$ cat src/rtl/mips_pkg.sv
// Shared encodings for the multicycle MIPS control path: opcodes, ALUOp,
// mux selects, FSM states and the bundled control-strobe struct.
package mips_pkg;

  localparam logic [5:0] OP_RTYPE = 6'b000000;
  localparam logic [5:0] OP_LW    = 6'b100011;
  localparam logic [5:0] OP_SW    = 6'b101011;
  localparam logic [5:0] OP_BEQ   = 6'b000100;
  localparam logic [5:0] OP_J     = 6'b000010;
  localparam logic [5:0] OP_ADDI  = 6'b001000;
  localparam logic [5:0] OP_ANDI  = 6'b001100;
  localparam logic [5:0] OP_ORI   = 6'b001101;

  localparam logic [1:0] ALUOP_ADD   = 2'b00;
  localparam logic [1:0] ALUOP_SUB   = 2'b01;
  localparam logic [1:0] ALUOP_FUNCT = 2'b10;
  localparam logic [1:0] ALUOP_IMM   = 2'b11;

  localparam logic [1:0] SRCB_REG     = 2'b00;
  localparam logic [1:0] SRCB_FOUR    = 2'b01;
  localparam logic [1:0] SRCB_IMM     = 2'b10;
  localparam logic [1:0] SRCB_IMM_SH2 = 2'b11;

  localparam logic [1:0] PCSRC_ALU    = 2'b00;
  localparam logic [1:0] PCSRC_ALUOUT = 2'b01;
  localparam logic [1:0] PCSRC_JUMP   = 2'b10;

  typedef enum logic [3:0] {
    S_IDLE   = 4'd0,
    S_FETCH  = 4'd1,
    S_DECODE = 4'd2,
    S_MEMADR = 4'd3,
    S_MEMRD  = 4'd4,
    S_MEMWB  = 4'd5,
    S_MEMWR  = 4'd6,
    S_REXEC  = 4'd7,
    S_RWB    = 4'd8,
    S_BEQ    = 4'd9,
    S_JUMP   = 4'd10,
    S_IEXEC  = 4'd11,
    S_IWB    = 4'd12
  } state_e;

  typedef struct packed {
    logic       pc_write;
    logic       pc_write_cond;
    logic       i_or_d;
    logic       mem_read;
    logic       mem_write;
    logic       ir_write;
    logic       mem_to_reg;
    logic       alu_src_a;
    logic       reg_write;
    logic       reg_dst;
    logic [1:0] pc_source;
    logic [1:0] alu_src_b;
    logic [1:0] alu_op;
    logic       andi;
    logic       ori;
    logic       addi;
    logic       illegal_op;
    logic       instr_done;
  } ctrl_t;

  function automatic logic is_known_op(input logic [5:0] op);
    return (op == OP_RTYPE) || (op == OP_LW) || (op == OP_SW) || (op == OP_BEQ) ||
           (op == OP_J) || (op == OP_ADDI) || (op == OP_ANDI) || (op == OP_ORI);
  endfunction

endpackage

$ cat src/rtl/mips_main_control_if.sv
// Opcode/mem_ready inputs and every datapath strobe of the main control FSM.
interface mips_main_control_if;
  import mips_pkg::*;

  // mem_ready: memory raises it in the cycle its access completes; the FSM
  // holds its memory strobes steady and only advances on a cycle where it is 1.
  logic [5:0] opcode;
  logic       mem_ready;
  logic       PCWrite, PCWriteCond, IorD, MemRead, MemWrite, IRWrite;
  logic       MemtoReg, ALUSrcA, RegWrite, RegDst;
  logic [1:0] PCSource, ALUSrcB, ALUOp;
  logic       andi, ori, addi;
  logic       illegal_op, instr_done;
  state_e     dbg_state;

  modport master (
    input  opcode, mem_ready,
    output PCWrite, PCWriteCond, IorD, MemRead, MemWrite, IRWrite,
           MemtoReg, ALUSrcA, RegWrite, RegDst, PCSource, ALUSrcB, ALUOp,
           andi, ori, addi, illegal_op, instr_done, dbg_state
  );

  modport slave (
    output opcode, mem_ready,
    input  PCWrite, PCWriteCond, IorD, MemRead, MemWrite, IRWrite,
           MemtoReg, ALUSrcA, RegWrite, RegDst, PCSource, ALUSrcB, ALUOp,
           andi, ori, addi, illegal_op, instr_done, dbg_state
  );
endinterface

$ cat src/rtl/mips_ctrl_decode.sv
// Pure state-to-strobe decode; only FETCH/MEMWR look at mem_ready and only
// DECODE/IEXEC look at the (IR-held) opcode.
module mips_ctrl_decode
  import mips_pkg::*;
(
  input  state_e     state,
  input  logic [5:0] opcode,
  input  logic       mem_rdy,
  output ctrl_t      ctrl
);

  always_comb begin
    ctrl = '0;
    case (state)
      S_FETCH: begin
        ctrl.mem_read  = 1'b1;
        ctrl.alu_src_b = SRCB_FOUR;
        ctrl.alu_op    = ALUOP_ADD;
        ctrl.ir_write  = mem_rdy;
        ctrl.pc_write  = mem_rdy;
      end
      S_DECODE: begin
        ctrl.alu_src_b = SRCB_IMM_SH2;
        ctrl.alu_op    = ALUOP_ADD;
        // Unknown opcodes retire here as a NOP.
        if (!is_known_op(opcode)) begin
          ctrl.illegal_op = 1'b1;
          ctrl.instr_done = 1'b1;
        end
      end
      S_MEMADR: begin
        ctrl.alu_src_a = 1'b1;
        ctrl.alu_src_b = SRCB_IMM;
        ctrl.alu_op    = ALUOP_ADD;
      end
      S_MEMRD: begin
        ctrl.mem_read = 1'b1;
        ctrl.i_or_d   = 1'b1;
      end
      S_MEMWB: begin
        ctrl.reg_write  = 1'b1;
        ctrl.mem_to_reg = 1'b1;
        ctrl.instr_done = 1'b1;
      end
      S_MEMWR: begin
        ctrl.mem_write  = 1'b1;
        ctrl.i_or_d     = 1'b1;
        ctrl.instr_done = mem_rdy;
      end
      S_REXEC: begin
        ctrl.alu_src_a = 1'b1;
        ctrl.alu_src_b = SRCB_REG;
        ctrl.alu_op    = ALUOP_FUNCT;
      end
      S_RWB: begin
        ctrl.reg_write  = 1'b1;
        ctrl.reg_dst    = 1'b1;
        ctrl.instr_done = 1'b1;
      end
      S_BEQ: begin
        ctrl.alu_src_a     = 1'b1;
        ctrl.alu_src_b     = SRCB_REG;
        ctrl.alu_op        = ALUOP_SUB;
        ctrl.pc_write_cond = 1'b1;
        ctrl.pc_source     = PCSRC_ALUOUT;
        ctrl.instr_done    = 1'b1;
      end
      S_JUMP: begin
        ctrl.pc_write   = 1'b1;
        ctrl.pc_source  = PCSRC_JUMP;
        ctrl.instr_done = 1'b1;
      end
      S_IEXEC: begin
        ctrl.alu_src_a = 1'b1;
        ctrl.alu_src_b = SRCB_IMM;
        ctrl.alu_op    = ALUOP_IMM;
        ctrl.addi      = (opcode == OP_ADDI);
        ctrl.andi      = (opcode == OP_ANDI);
        ctrl.ori       = (opcode == OP_ORI);
      end
      S_IWB: begin
        ctrl.reg_write  = 1'b1;
        ctrl.instr_done = 1'b1;
      end
      default: ctrl = '0;
    endcase
  end

endmodule

$ cat src/rtl/mips_main_control.sv
// Multicycle MIPS main control FSM: state register and next-state logic;
// strobes come from mips_ctrl_decode.
module mips_main_control
  import mips_pkg::*;
#(
  parameter bit USE_MEM_READY = 1'b1
) (
  input  logic                       clk,
  input  logic                       rst_n,
  mips_main_control_if.master        bus
);

  state_e state_q, state_d;
  ctrl_t  ctrl;
  logic   mem_rdy;

  assign mem_rdy = USE_MEM_READY ? bus.mem_ready : 1'b1;

  always_ff @(posedge clk or negedge rst_n) begin
    if (!rst_n) state_q <= S_IDLE;
    else        state_q <= state_d;
  end

  always_comb begin
    state_d = state_q;
    case (state_q)
      S_IDLE:   state_d = S_FETCH;
      S_FETCH:  if (mem_rdy) state_d = S_DECODE;
      S_DECODE: begin
        case (bus.opcode)
          OP_LW, OP_SW:              state_d = S_MEMADR;
          OP_RTYPE:                  state_d = S_REXEC;
          OP_BEQ:                    state_d = S_BEQ;
          OP_J:                      state_d = S_JUMP;
          OP_ADDI, OP_ANDI, OP_ORI:  state_d = S_IEXEC;
          default:                   state_d = S_FETCH;
        endcase
      end
      S_MEMADR: state_d = (bus.opcode == OP_SW) ? S_MEMWR : S_MEMRD;
      S_MEMRD:  if (mem_rdy) state_d = S_MEMWB;
      S_MEMWB:  state_d = S_FETCH;
      S_MEMWR:  if (mem_rdy) state_d = S_FETCH;
      S_REXEC:  state_d = S_RWB;
      S_RWB:    state_d = S_FETCH;
      S_BEQ:    state_d = S_FETCH;
      S_JUMP:   state_d = S_FETCH;
      S_IEXEC:  state_d = S_IWB;
      S_IWB:    state_d = S_FETCH;
      // Encodings 13..15 are never entered; fall back to a clean restart.
      default:  state_d = S_IDLE;
    endcase
  end

  mips_ctrl_decode u_decode (
    .state   (state_q),
    .opcode  (bus.opcode),
    .mem_rdy (mem_rdy),
    .ctrl    (ctrl)
  );

  assign bus.PCWrite     = ctrl.pc_write;
  assign bus.PCWriteCond = ctrl.pc_write_cond;
  assign bus.IorD        = ctrl.i_or_d;
  assign bus.MemRead     = ctrl.mem_read;
  assign bus.MemWrite    = ctrl.mem_write;
  assign bus.IRWrite     = ctrl.ir_write;
  assign bus.MemtoReg    = ctrl.mem_to_reg;
  assign bus.ALUSrcA     = ctrl.alu_src_a;
  assign bus.RegWrite    = ctrl.reg_write;
  assign bus.RegDst      = ctrl.reg_dst;
  assign bus.PCSource    = ctrl.pc_source;
  assign bus.ALUSrcB     = ctrl.alu_src_b;
  assign bus.ALUOp       = ctrl.alu_op;
  assign bus.andi        = ctrl.andi;
  assign bus.ori         = ctrl.ori;
  assign bus.addi        = ctrl.addi;
  assign bus.illegal_op  = ctrl.illegal_op;
  assign bus.instr_done  = ctrl.instr_done;
  assign bus.dbg_state   = state_q;

endmodule

$ cat src/flat_wrapper.sv
// flat-port wrapper written by rule: the top's interface ports become plain ports
module mips_main_control_flat import mips_pkg::*;
#(
  parameter bit USE_MEM_READY = 1'b1
)
  (clk, rst_n, bus_opcode, bus_mem_ready, bus_PCWrite, bus_PCWriteCond, bus_IorD, bus_MemRead, bus_MemWrite, bus_IRWrite, bus_MemtoReg, bus_ALUSrcA, bus_RegWrite, bus_RegDst, bus_PCSource, bus_ALUSrcB, bus_ALUOp, bus_andi, bus_ori, bus_addi, bus_illegal_op, bus_instr_done, bus_dbg_state);
  mips_main_control_if bus_i ();
  input  logic clk;
  input  logic rst_n;
  input wire logic [$bits(bus_i.opcode)-1:0] bus_opcode;
  input wire logic [$bits(bus_i.mem_ready)-1:0] bus_mem_ready;
  output wire logic [$bits(bus_i.PCWrite)-1:0] bus_PCWrite;
  output wire logic [$bits(bus_i.PCWriteCond)-1:0] bus_PCWriteCond;
  output wire logic [$bits(bus_i.IorD)-1:0] bus_IorD;
  output wire logic [$bits(bus_i.MemRead)-1:0] bus_MemRead;
  output wire logic [$bits(bus_i.MemWrite)-1:0] bus_MemWrite;
  output wire logic [$bits(bus_i.IRWrite)-1:0] bus_IRWrite;
  output wire logic [$bits(bus_i.MemtoReg)-1:0] bus_MemtoReg;
  output wire logic [$bits(bus_i.ALUSrcA)-1:0] bus_ALUSrcA;
  output wire logic [$bits(bus_i.RegWrite)-1:0] bus_RegWrite;
  output wire logic [$bits(bus_i.RegDst)-1:0] bus_RegDst;
  output wire logic [$bits(bus_i.PCSource)-1:0] bus_PCSource;
  output wire logic [$bits(bus_i.ALUSrcB)-1:0] bus_ALUSrcB;
  output wire logic [$bits(bus_i.ALUOp)-1:0] bus_ALUOp;
  output wire logic [$bits(bus_i.andi)-1:0] bus_andi;
  output wire logic [$bits(bus_i.ori)-1:0] bus_ori;
  output wire logic [$bits(bus_i.addi)-1:0] bus_addi;
  output wire logic [$bits(bus_i.illegal_op)-1:0] bus_illegal_op;
  output wire logic [$bits(bus_i.instr_done)-1:0] bus_instr_done;
  output wire logic [$bits(bus_i.dbg_state)-1:0] bus_dbg_state;
  assign bus_i.opcode = bus_opcode;
  assign bus_i.mem_ready = bus_mem_ready;
  assign bus_PCWrite = bus_i.PCWrite;
  assign bus_PCWriteCond = bus_i.PCWriteCond;
  assign bus_IorD = bus_i.IorD;
  assign bus_MemRead = bus_i.MemRead;
  assign bus_MemWrite = bus_i.MemWrite;
  assign bus_IRWrite = bus_i.IRWrite;
  assign bus_MemtoReg = bus_i.MemtoReg;
  assign bus_ALUSrcA = bus_i.ALUSrcA;
  assign bus_RegWrite = bus_i.RegWrite;
  assign bus_RegDst = bus_i.RegDst;
  assign bus_PCSource = bus_i.PCSource;
  assign bus_ALUSrcB = bus_i.ALUSrcB;
  assign bus_ALUOp = bus_i.ALUOp;
  assign bus_andi = bus_i.andi;
  assign bus_ori = bus_i.ori;
  assign bus_addi = bus_i.addi;
  assign bus_illegal_op = bus_i.illegal_op;
  assign bus_instr_done = bus_i.instr_done;
  assign bus_dbg_state = bus_i.dbg_state;
  mips_main_control #(.USE_MEM_READY(USE_MEM_READY)) u_core (.clk(clk), .rst_n(rst_n), .bus(bus_i));
endmodule
$ cat config.mk
export PLATFORM = sky130hd
export DESIGN_NAME = mips_main_control_flat
export DESIGN_NICKNAME = d
export VERILOG_FILES = /design/src/rtl/mips_pkg.sv /design/src/rtl/mips_main_control_if.sv /design/src/rtl/mips_ctrl_decode.sv /design/src/rtl/mips_main_control.sv /design/src/flat_wrapper.sv
export SDC_FILE = /design/constraint.sdc
export NUM_CORES = 1
export LEC_CHECK = 0
export CAP_MARGIN = 20
export CORE_UTILIZATION = 41
export CTS_CLUSTER_DIAMETER = 60
export DETAILED_ROUTE_END_ITERATION = 8
export GPL_TIMING_DRIVEN = 0
export PLACE_DENSITY = 0.9
export SLEW_MARGIN = 20
export SYNTH_ARGS = -nofsm -noshare
export SYNTH_HDL_FRONTEND = slang
export SYNTH_SLANG_ARGS = --single-unit
$ cat constraint.sdc
create_clock -name clk -period 3.5 [get_ports clk]
set_input_delay 0.7 -clock clk [delete_from_list [all_inputs] [get_ports clk]]
set_output_delay 0.7 -clock clk [all_outputs]
set_load 0.01 [all_outputs]
* Word level (Yosys, flattened, before mapping)
Cells that the tools add are included.
** Storage, ports and cells
- Input port bits :: 9
- Output and inout bits :: 25
- Register bits :: 4
- ROM bits :: 0
- Bits in latches :: 0
- Logic and storage cells :: 63
- Memories kept :: 0
- Bits in writable memories :: 0
** Operators by class
- Muxes and demuxes :: 22
- Bitwise logic cells :: 0
- Shifts and indexed selects :: 0
- Add/subtract/negate cells :: 0
- Order comparisons :: 0
- Divide/modulo/power cells :: 0
- Multipliers :: 0
- Reductions and logical operators :: 18
- Eq/ne operators :: 22
** Operator list (count)
- $pmux W4 S8 :: 1
- $pmux W4 S6 :: 1
- $eq A4 B4 Y1 const B :: 5
- $pmux W4 S5 :: 1
- $eq A6 B4 Y1 const B :: 3
- $eq A4 B3 Y1 const B :: 4
- $eq A6 B6 Y1 const B :: 2
- $mux W4 :: 3
- $mux W1 :: 10
- $eq A4 B2 Y1 const B :: 2
- $logic_or A1 B1 Y1 :: 7
- $eq A6 B2 Y1 const B :: 1
- $eq A6 B3 Y1 const B :: 1
- $logic_not A6 Y1 :: 1
- $ne A2 B2 Y1 const B :: 3
- $reduce_or A2 Y1 :: 3
- $reduce_or A3 Y1 :: 2
- $reduce_or A6 Y1 :: 1
- $reduce_or A5 Y1 :: 1
- $eq A4 B1 Y1 const B :: 1
- $logic_not A4 Y1 :: 1
- $mux W2 :: 2
- $pmux W2 S2 :: 1
- $reduce_or A4 Y1 :: 1
- other kinds (4) :: 4

* Longest topological paths before layout
Gate-level depths: netlist of run 1.
- Depth after elaboration :: 10
- Gate-level depth with buffers :: 5
- Gate-level depth less buffers :: 4

* Modules after synthesis
A second synthesis of run 1 with hierarchy kept.
** Second synthesis, totals
- Cells, all modules :: 95
- Area total of the unflattened synthesis :: 690.7 µm²
** Modules (own cells, without submodules)
- mips_main_control :: times used 1, seq. area each 100.1 µm², cells an instance 43, area an instance 355.3 µm²
- mips_ctrl_decode :: times used 1, seq. area each 0.0 µm², cells an instance 52, area an instance 335.3 µm²

* Least setup slack after synthesis of run 1
OpenSTA, ideal clock, no wires.
- Path type :: input to output
- Start point :: in bus_opcode[5]
- End point :: out bus_addi
- Data required time :: 2.800 ns
- Arrival :: 1.618 ns
- Slack :: 1.182 ns
- Stages on the path :: 4
- Cell sequence :: buf_6 nor3_1 and4_1 nor3b_1
** On the way
- Cells in the longest elaborated chain, start to end :: 2
** Ends and longest elaborated chain
- start: declaration :: RTL line flat_wrapper.sv:10 : input wire logic [$bits(bus_i.opcode)-1:0] bus_opcode;
- $eq A6 B4 Y1 :: RTL line mips_ctrl_decode.sv:77 : ctrl.addi = (opcode == OP_ADDI);
- $mux W3 :: RTL line mips_ctrl_decode.sv:14 : case (state)
- end: declaration :: RTL line flat_wrapper.sv:27 : output wire logic [$bits(bus_i.addi)-1:0] bus_addi;
No other way between the ends.

* Final worst setup path of run 1
- Start point :: in bus_opcode[1]
- End point :: out bus_addi
Same word-level chain as after synthesis.

==> results of run 1 <==
[critical path: stages]
cell             delay, ps
clkdlybuf4s50_1        540
nor3_1                 350
and4_1                 290
nor3b_1                180
clkdlybuf4s50_1        560
[metal layers]
metal	up-vias	part of all wire (%)	wire [µm]
met5	-	0	0
met4	0	0	0
met3	0	7.7	138
met1	366	43	774
met2	46	49	882
li1	399	-	-
[report_power, final]
part | leakage, nW | total, mW | internal, mW | switching (mW)
Clock | 0.0138 | 0.0530 | 0.0381 | 0.0149
Sequential | 0.0512 | 0.0961 | 0.0648 | 0.0313
Combinational | 0.338 | 0.524 | 0.282 | 0.242
Total | 0.403 | 0.673 | 0.385 | 0.288
[stage by stage]
stage	power (mW)	hold WS (ps)	util, %	setup slack (ps)
floorplan	0.380	404	-	1180
global placement	0.609	654	70.5	192
detailed placement	0.619	691	70.5	194
CTS	0.674	671	72.1	185
global route	0.722	674	72.1	41.9
finish	0.673	671	72.1	177
[cell type report]
class	count	area (µm²)	share of cell area (%)
multi-input combinational	75	460	46.2
timing repair buffer	31	310	31.1
sequential	4	100	10.0
buffer	8	70.1	7.03
clock buffer	3	22.5	2.26
tap	15	18.8	1.88
inverter	4	15.0	1.51
[cell usage after synthesis]
| cell type | number |
|---|---|
| nand2_2 | 1 |
| nor3_1 | 6 |
| o211ai_1 | 1 |
| a41oi_1 | 1 |
| o21ai_1 | 1 |
| o41ai_2 | 1 |
| o31a_1 | 1 |
| and3_1 | 2 |
| and4_1 | 1 |
| a21boi_0 | 1 |
| nor2_1 | 12 |
| nand2b_1 | 6 |
| or2_2 | 1 |
| nor2b_1 | 2 |
| a31oi_1 | 2 |
| a32oi_1 | 2 |
| o311ai_1 | 1 |
| buf_4 | 1 |
| o21bai_1 | 1 |
| a21oi_1 | 5 |
| inv_1 | 4 |
| nand3_1 | 1 |
| nand4b_1 | 1 |
| and3b_1 | 1 |
| and2_1 | 2 |
| buf_6 | 3 |
| nor4b_1 | 1 |
| nor3b_1 | 2 |
| nand3b_1 | 1 |
| dfrtp_1 | 4 |
| a211oi_2 | 1 |
| clkbuf_8 | 1 |
| o2111ai_1 | 1 |
| nand2b_4 | 1 |
| a221oi_1 | 1 |
| o21ai_0 | 1 |
| xnor2_1 | 1 |
| nand2_1 | 9 |
| or3_1 | 1 |
| o22ai_1 | 2 |
| buf_2 | 3 |
[kinds of logic (layout without fill, tap and decap cells)]
family	count (synthesis)	in the layout	synth area share [%]
simple gates	51	51	43.2
compound gates	23	23	26.7
buf+inv	12	46	13.2
flops	4	4	15.5
xor+xnor	1	1	1.36
[how the worst max path moves through the flow]
stage / from / to / slack (ps) / depth (start not counted)
3_3_place_gp: bus_opcode[1] / bus_addi / 190 / 5
3_5_place_dp: bus_opcode[1] / bus_addi / 190 / 5
6_report: bus_opcode[1] / bus_addi / 180 / 5
4_1_cts: bus_opcode[1] / bus_addi / 190 / 5
2_1_floorplan: bus_opcode[5] / bus_addi / 1180 / 4
5_1_grt: bus_opcode[1] / bus_addi / 40 / 5
==> reports/qor.log, run 1 <==
[status] result of the run completed
[clock_tree] clock net sink count 4
[clock_tree] clock root buffer clkbuf_4
[placed_design] final estimated routing congestion in global placement 0.943
[sta] RSZ-0062 raised after global routing no
[drt] number of iterations in the first detailed-routing pass 4
[sta] final total negative setup slack 0 ps
[global_route] global-route layer with the greatest usage met2
[final_layout] Inserted Diodes 0
[critical_path] number of cells traversed by the worst register-to-register path 4
[critical_path] startpoint-to-endpoint class of the critical path in2out
[final_layout] number of fill cells in the layout 109
[global_route] pin count of the biggest net entering global routing 11
[final_layout] Non-Filler Instances 140
[global_route] met2 Use GR 33.4%
[clock_tree] clock edge transition at the registers on the reported setup and hold paths 30 ps
[placed_design] detailed placement HPWL 1440 µm
[floorplan] effective utilization at floorplan 46.7%
[synthesis] top cells by area, synth dfrtp_1, nor2_1, nand2b_1
[clock_tree] CTS hold repair buffers 0
[synthesis] Synth warnings 0
[clock_tree] number of levels in the clock H-tree 1
[placed_design] total of buffers placed on input and output ports 31
[clock_tree] CTS tree built
[drt] drt wl/cell 12.8 µm
[floorplan] Core ar. 0.00138 mm²
[final_layout] fin area 997 µm²
[drt] routed via count divided by cell count 5.79
[critical_path] kind of end point of the critical path output pin
[synthesis] biggest area consumer among synthesized cells dfrtp_1
[critical_path] startpoint kind of the worst setup timing path input pin
[critical_path] register-to-register path setup slack 2000 ps
[synthesis] Post-Synthesis Net Count 100
[global_route] met3 capacity usage during global routing 3.91%
[drt] drc violations 0
[sta] Final Max Slew Viols 0
[synthesis] area of the mapped netlist 646 µm²
[floorplan] Die X 41.7 µm
[drt] number of nets still failing antenna checks after routing 0
[synthesis] Mapped Avg Cell Area 7.09 µm²
[synthesis] post-synthesis sequential area ratio 15.5%
[final_layout] Area Overhead vs Synth 54.5%
[pwr] pwr/cell area 675 mW/mm²
[critical_path] Worst R2R Start u_core.bus.dbg_state[2]$_DFFE_PN0P_
[floorplan] total I/O pin count 34
[min_path] worst min path class in2async
[synthesis] library cells used by synthesis 41
[sta] Hold Vio Cnt, Final 0
[pwr] leakage 0.403 nW
[global_route] GRT Overall Usage 20.3%
[placed_design] Cell Area, Placed 975 µm²
[final_layout] most common cell after layout, fill and taps aside clkdlybuf4s50_1
[final_layout] flip-flop count of the largest register after layout 4
[sta] transition time of the tightest slew-check pin 442 ps
[synthesis] number of instances in the synthesized netlist 91
[final_layout] share of cells above drive strength 1 12.8%
[critical_path] Crit path arrival time 2620 ps
[drt] Iteration-0 DRC Markers 23
[final_layout] Final #Nets 136
[pwr] Peak VDD IR 0.000446 V
[clock_tree] Num CTS Buffers 3
[floorplan] placement row count 13
[final_layout] most used cells in the layout excluding fill and tap cells clkdlybuf4s50_1, nor2_1, nand2_1
[global_route] residual overflow from global routing 0
[global_route] number of antenna violations at the first check in global routing 0
[floorplan] Die Ht 41.7 µm
[global_route] global-route wire length before repair 2830 µm
[global_route] number of global-route vias before repair 634
[floorplan] area enclosed by the die boundary 0.00174 mm²
[drt] total routed wirelength 1800 µm
[synthesis] share of the synthesized area in the top cell type 15.5%
[sta] final period utilization 95.0%
[sta] worst-case clock skew 0.727 ps
[critical_path] WP data required 2800 ps
[critical_path] capture point of the worst reg-to-reg path u_core.bus.dbg_state[1]$_DFFE_PN0P_
[sta] Min Clock Period, post-route 3320 ps
[drt] number of vias after detailed routing 811
[placed_design] Placed Cells incl. Taps 137
[sta] achievable clock frequency 0.301 GHz
[clock_tree] clock network latency to the later pin of the worst-skew pair 220 ps
[clock_tree] Max Root-Sink Buffers 2
[sta] number of failing setup endpoints in the final timing report 0
[sta] relative slew slack 70.3%
[critical_path] Max FO, Critical Path 7
[clock_tree] post-CTS setup repair buffer count 0
[synthesis] number of synthesized register bits 4
[global_route] global routing usage on met1 27.3%
[clock_tree] Post-CTS Resized 0
[run] MaxCap Viol Count 0
(Power assumes the default switching activity.)
==> run 2: changes to the inputs <==
HOLD_SLACK_MARGIN = 0.05   (was default)
PLACE_DENSITY = 0.83   (was 0.9)
==> run 2 against run 1 <==
  * Worst hold slack improved by 1.1 ps
  * Setup slack got worse by 11 ps
  * Via count fell by 2.0%
  * Sequential share of layout area did not move
  * Critical path depth did not move
  * Design area did not move
  * Sequential power rose by 4.0%
  * Combinational power barely moved
  * Clock skew rose by 0.56 ps
  * Register-to-register slack got worse by 120 ps
  * Non-clock buffer count did not move
  * Largest cell class unchanged
==> reports/qor.log, run 2 (synthesis results as in run 1) <==
[clock_tree] CTS tree built
[critical_path] ordered cell list for the critical path clkdlybuf4s50_1 -> nor3_1 -> and4_1 -> nor3b_1 -> clkdlybuf4s50_1
[pwr] pwr/cell area 681 mW/mm² [+0.95%]
[drt] number of vias after detailed routing 795 [-2.0%]
[critical_path] CP endpoint bus_addi
[critical_path] startpoint kind of the worst setup timing path input pin
[pwr] Peak VDD IR 0.000502 V [+13%]
[placed_design] final estimated routing congestion in global placement 0.880 [-6.7%]
[sta] final period utilization 95.3% [+0.32 points]
[clock_tree] clock net sink count 4 [unchanged]
[critical_path] register-to-register path setup slack 1880 ps [-120 ps]
[sta] number of failing setup endpoints in the final timing report 0 [unchanged]
[floorplan] placement row count 13 [unchanged]
[global_route] GRT Overall Usage 23.6% [+3.3 points]
[critical_path] Crit path arrival time 2630 ps [about the same]
[floorplan] effective utilization at floorplan 46.7% [unchanged]
[final_layout] most common cell after layout, fill and taps aside clkdlybuf4s50_1
[placed_design] total of buffers placed on input and output ports 31 [unchanged]
[sta] Final Max Slew Viols 0 [unchanged]
[final_layout] flip-flop and latch area 100 µm² [unchanged]
[sta] final total negative setup slack 0 ps [unchanged]
[critical_path] capture point of the worst reg-to-reg path u_core.bus.dbg_state[1]$_DFFE_PN0P_
[floorplan] Die Ht 41.7 µm [unchanged]
[critical_path] kind of end point of the critical path output pin
[sta] relative slew slack 66.8% [-3.5 points]
[floorplan] Die X 41.7 µm [unchanged]
[floorplan] total I/O pin count 34 [unchanged]
[critical_path] CP bufs+invs 2 [unchanged]
[sta] RSZ-0062 raised after global routing no
[clock_tree] Max Root-Sink Buffers 2 [unchanged]
[global_route] number of global-route vias before repair 723 [+14%]
[clock_tree] post-CTS setup repair buffer count 0 [unchanged]
[clock_tree] number of levels in the clock H-tree 1 [unchanged]
[global_route] global-route wire length before repair 3250 µm [+15%]
[sta] transition time of the tightest slew-check pin 494 ps [+51.6 ps]
[sta] worst-case clock skew 1.29 ps [+0.558 ps]
[pwr] combinational cell fraction of total power 77.4% [-0.5 points]
[placed_design] detailed placement HPWL 1480 µm [+2.8%]
[final_layout] Inserted Diodes 0 [unchanged]
[critical_path] CP max-delay cell clkdlybuf4s50_1
[critical_path] startpoint-to-endpoint class of the critical path in2out
[sta] final worst setup slack 165 ps [-11.2 ps]
[critical_path] critical path depth in cells 5 [unchanged]
[critical_path] Top cell by count, worst path clkdlybuf4s50_1
[critical_path] Worst R2R Start u_core.bus.dbg_state[2]$_DFFE_PN0P_
[floorplan] area enclosed by the die boundary 0.00174 mm² [unchanged]
[global_route] residual overflow from global routing 0 [unchanged]
[critical_path] Max FO, Critical Path 7 [unchanged]
[drt] number of iterations in the first detailed-routing pass 4 [unchanged]
[clock_tree] Post-CTS Resized 0 [unchanged]
[drt] Iteration-0 DRC Markers 19 [-17%]
[sta] Hold Vio Cnt, Final 0 [unchanged]
[pwr] leakage 0.403 nW [unchanged]
[status] result of the run completed
[sta] achievable clock frequency 0.300 GHz [-0.34%]
[pwr] internal cell power 385 µW [about the same]
[drt] total routed wirelength 1870 µm [+4.3%]
[final_layout] share of cells above drive strength 1 12.8% [unchanged]
[clock_tree] CTS hold repair buffers 0 [unchanged]
[final_layout] Final #Nets 136 [unchanged]
[clock_tree] clock edge transition at the registers on the reported setup and hold paths 30 ps [about the same]
[critical_path] Max stage delay on crit path 570 ps [about the same]
[floorplan] Core ar. 0.00138 mm² [unchanged]
[final_layout] most used cells in the layout excluding fill and tap cells clkdlybuf4s50_1, nor2_1, nand2_1
[clock_tree] Num CTS Buffers 3 [unchanged]
[run] MaxCap Viol Count 0 [unchanged]
[clock_tree] clock root buffer clkbuf_4
[final_layout] Area Overhead vs Synth 54.5% [unchanged]
[pwr] power share of the sequential group 14.7% [+0.4 points]
[sta] Min Clock Period, post-route 3330 ps [+11.2 ps]
[drt] drt wl/cell 13.4 µm [+4.3%]
[drt] routed via count divided by cell count 5.68 [-2.0%]
[critical_path] WP data required 2800 ps [about the same]
[critical_path] Critical path origin bus_opcode[1]
[global_route] number of antenna violations at the first check in global routing 0 [unchanged]
[clock_tree] clock network latency to the later pin of the worst-skew pair 230 ps [about the same]
[min_path] worst min path class in2async
[placed_design] Setup Slack @ Placement 183 ps [-11.8 ps]
[drt] number of nets still failing antenna checks after routing 0 [unchanged]
[critical_path] kind of cell with the highest combined delay on the critical path buffers and inverters
[pwr] clock network fraction of design power 7.9% [about the same]
[final_layout] number of fill cells in the layout 122 [+12%]
[critical_path] number of cells traversed by the worst register-to-register path 4 [unchanged]
[global_route] pin count of the biggest net entering global routing 11 [unchanged]
[final_layout] area occupied by multi-input gates 460 µm² [unchanged]
[pwr] Sw Pwr 295 µW [+2.3%]
[drt] drc violations 0 [unchanged]
[pwr] fraction of power spent switching nets 43.4% [+0.56 points]
[final_layout] flip-flop count of the largest register after layout 4 [unchanged]
run 2: worst min path at each step:
stage / startpoint / end / slack [ps] / depth (start not counted)
2_1_floorplan: rst_n / u_core.bus.dbg_state[0]$_DFFE_PN0P_ / 400 / 0
3_3_place_gp: u_core.bus.dbg_state[2]$_DFFE_PN0P_ / u_core.bus.dbg_state[2]$_DFFE_PN0P_ / 680 / 3
3_5_place_dp: u_core.bus.dbg_state[2]$_DFFE_PN0P_ / u_core.bus.dbg_state[2]$_DFFE_PN0P_ / 700 / 3
4_1_cts: rst_n / u_core.bus.dbg_state[1]$_DFFE_PN0P_ / 670 / 1
5_1_grt: rst_n / u_core.bus.dbg_state[1]$_DFFE_PN0P_ / 690 / 1
6_report: rst_n / u_core.bus.dbg_state[1]$_DFFE_PN0P_ / 670 / 1
run 2: cell type report:
cell class | count | share of cell area [%]
multi-input combinational | 75 | 46.2
timing repair buffer | 31 | 31.1
sequential | 4 | 10.0
buffer | 8 | 7.03
clock buffer | 3 | 2.26
tap | 15 | 1.88
inverter | 4 | 1.51
run 2: power by group through the flow:
stage | Clock, mW | Sequential, mW | Combinational [mW]
5_1_grt | 0.0588 | 0.104 | 0.566
6_report | 0.0538 | 0.0999 | 0.526
3_5_place_dp | 0 | 0.100 | 0.525
4_1_cts | 0.0567 | 0.0995 | 0.526
3_3_place_gp | 0 | 0.100 | 0.515
2_1_floorplan | 0 | 0.0985 | 0.282
run 2: metrics by stage:
step	power, mW	hold WS, ps	instances	util, %	area [µm²]
2_1_floorplan	0.380	404	91	-	646
3_3_place_gp	0.615	675	137	70.5	975
3_5_place_dp	0.626	697	137	70.5	975
4_1_cts	0.683	670	140	72.1	997
5_1_grt	0.729	687	140	72.1	997
6_report	0.680	672	140	72.1	997
run 2: metal layers:
metal | global-route usage (%) | up-vias | routed length (µm)
met5 | 0 | - | 0
met2 | 36.6 | 25 | 913
met3 | 4.78 | 0 | 89
met1 | 32.4 | 368 | 869
met4 | 8.39 | 0 | 0
li1 | - | 402 | -
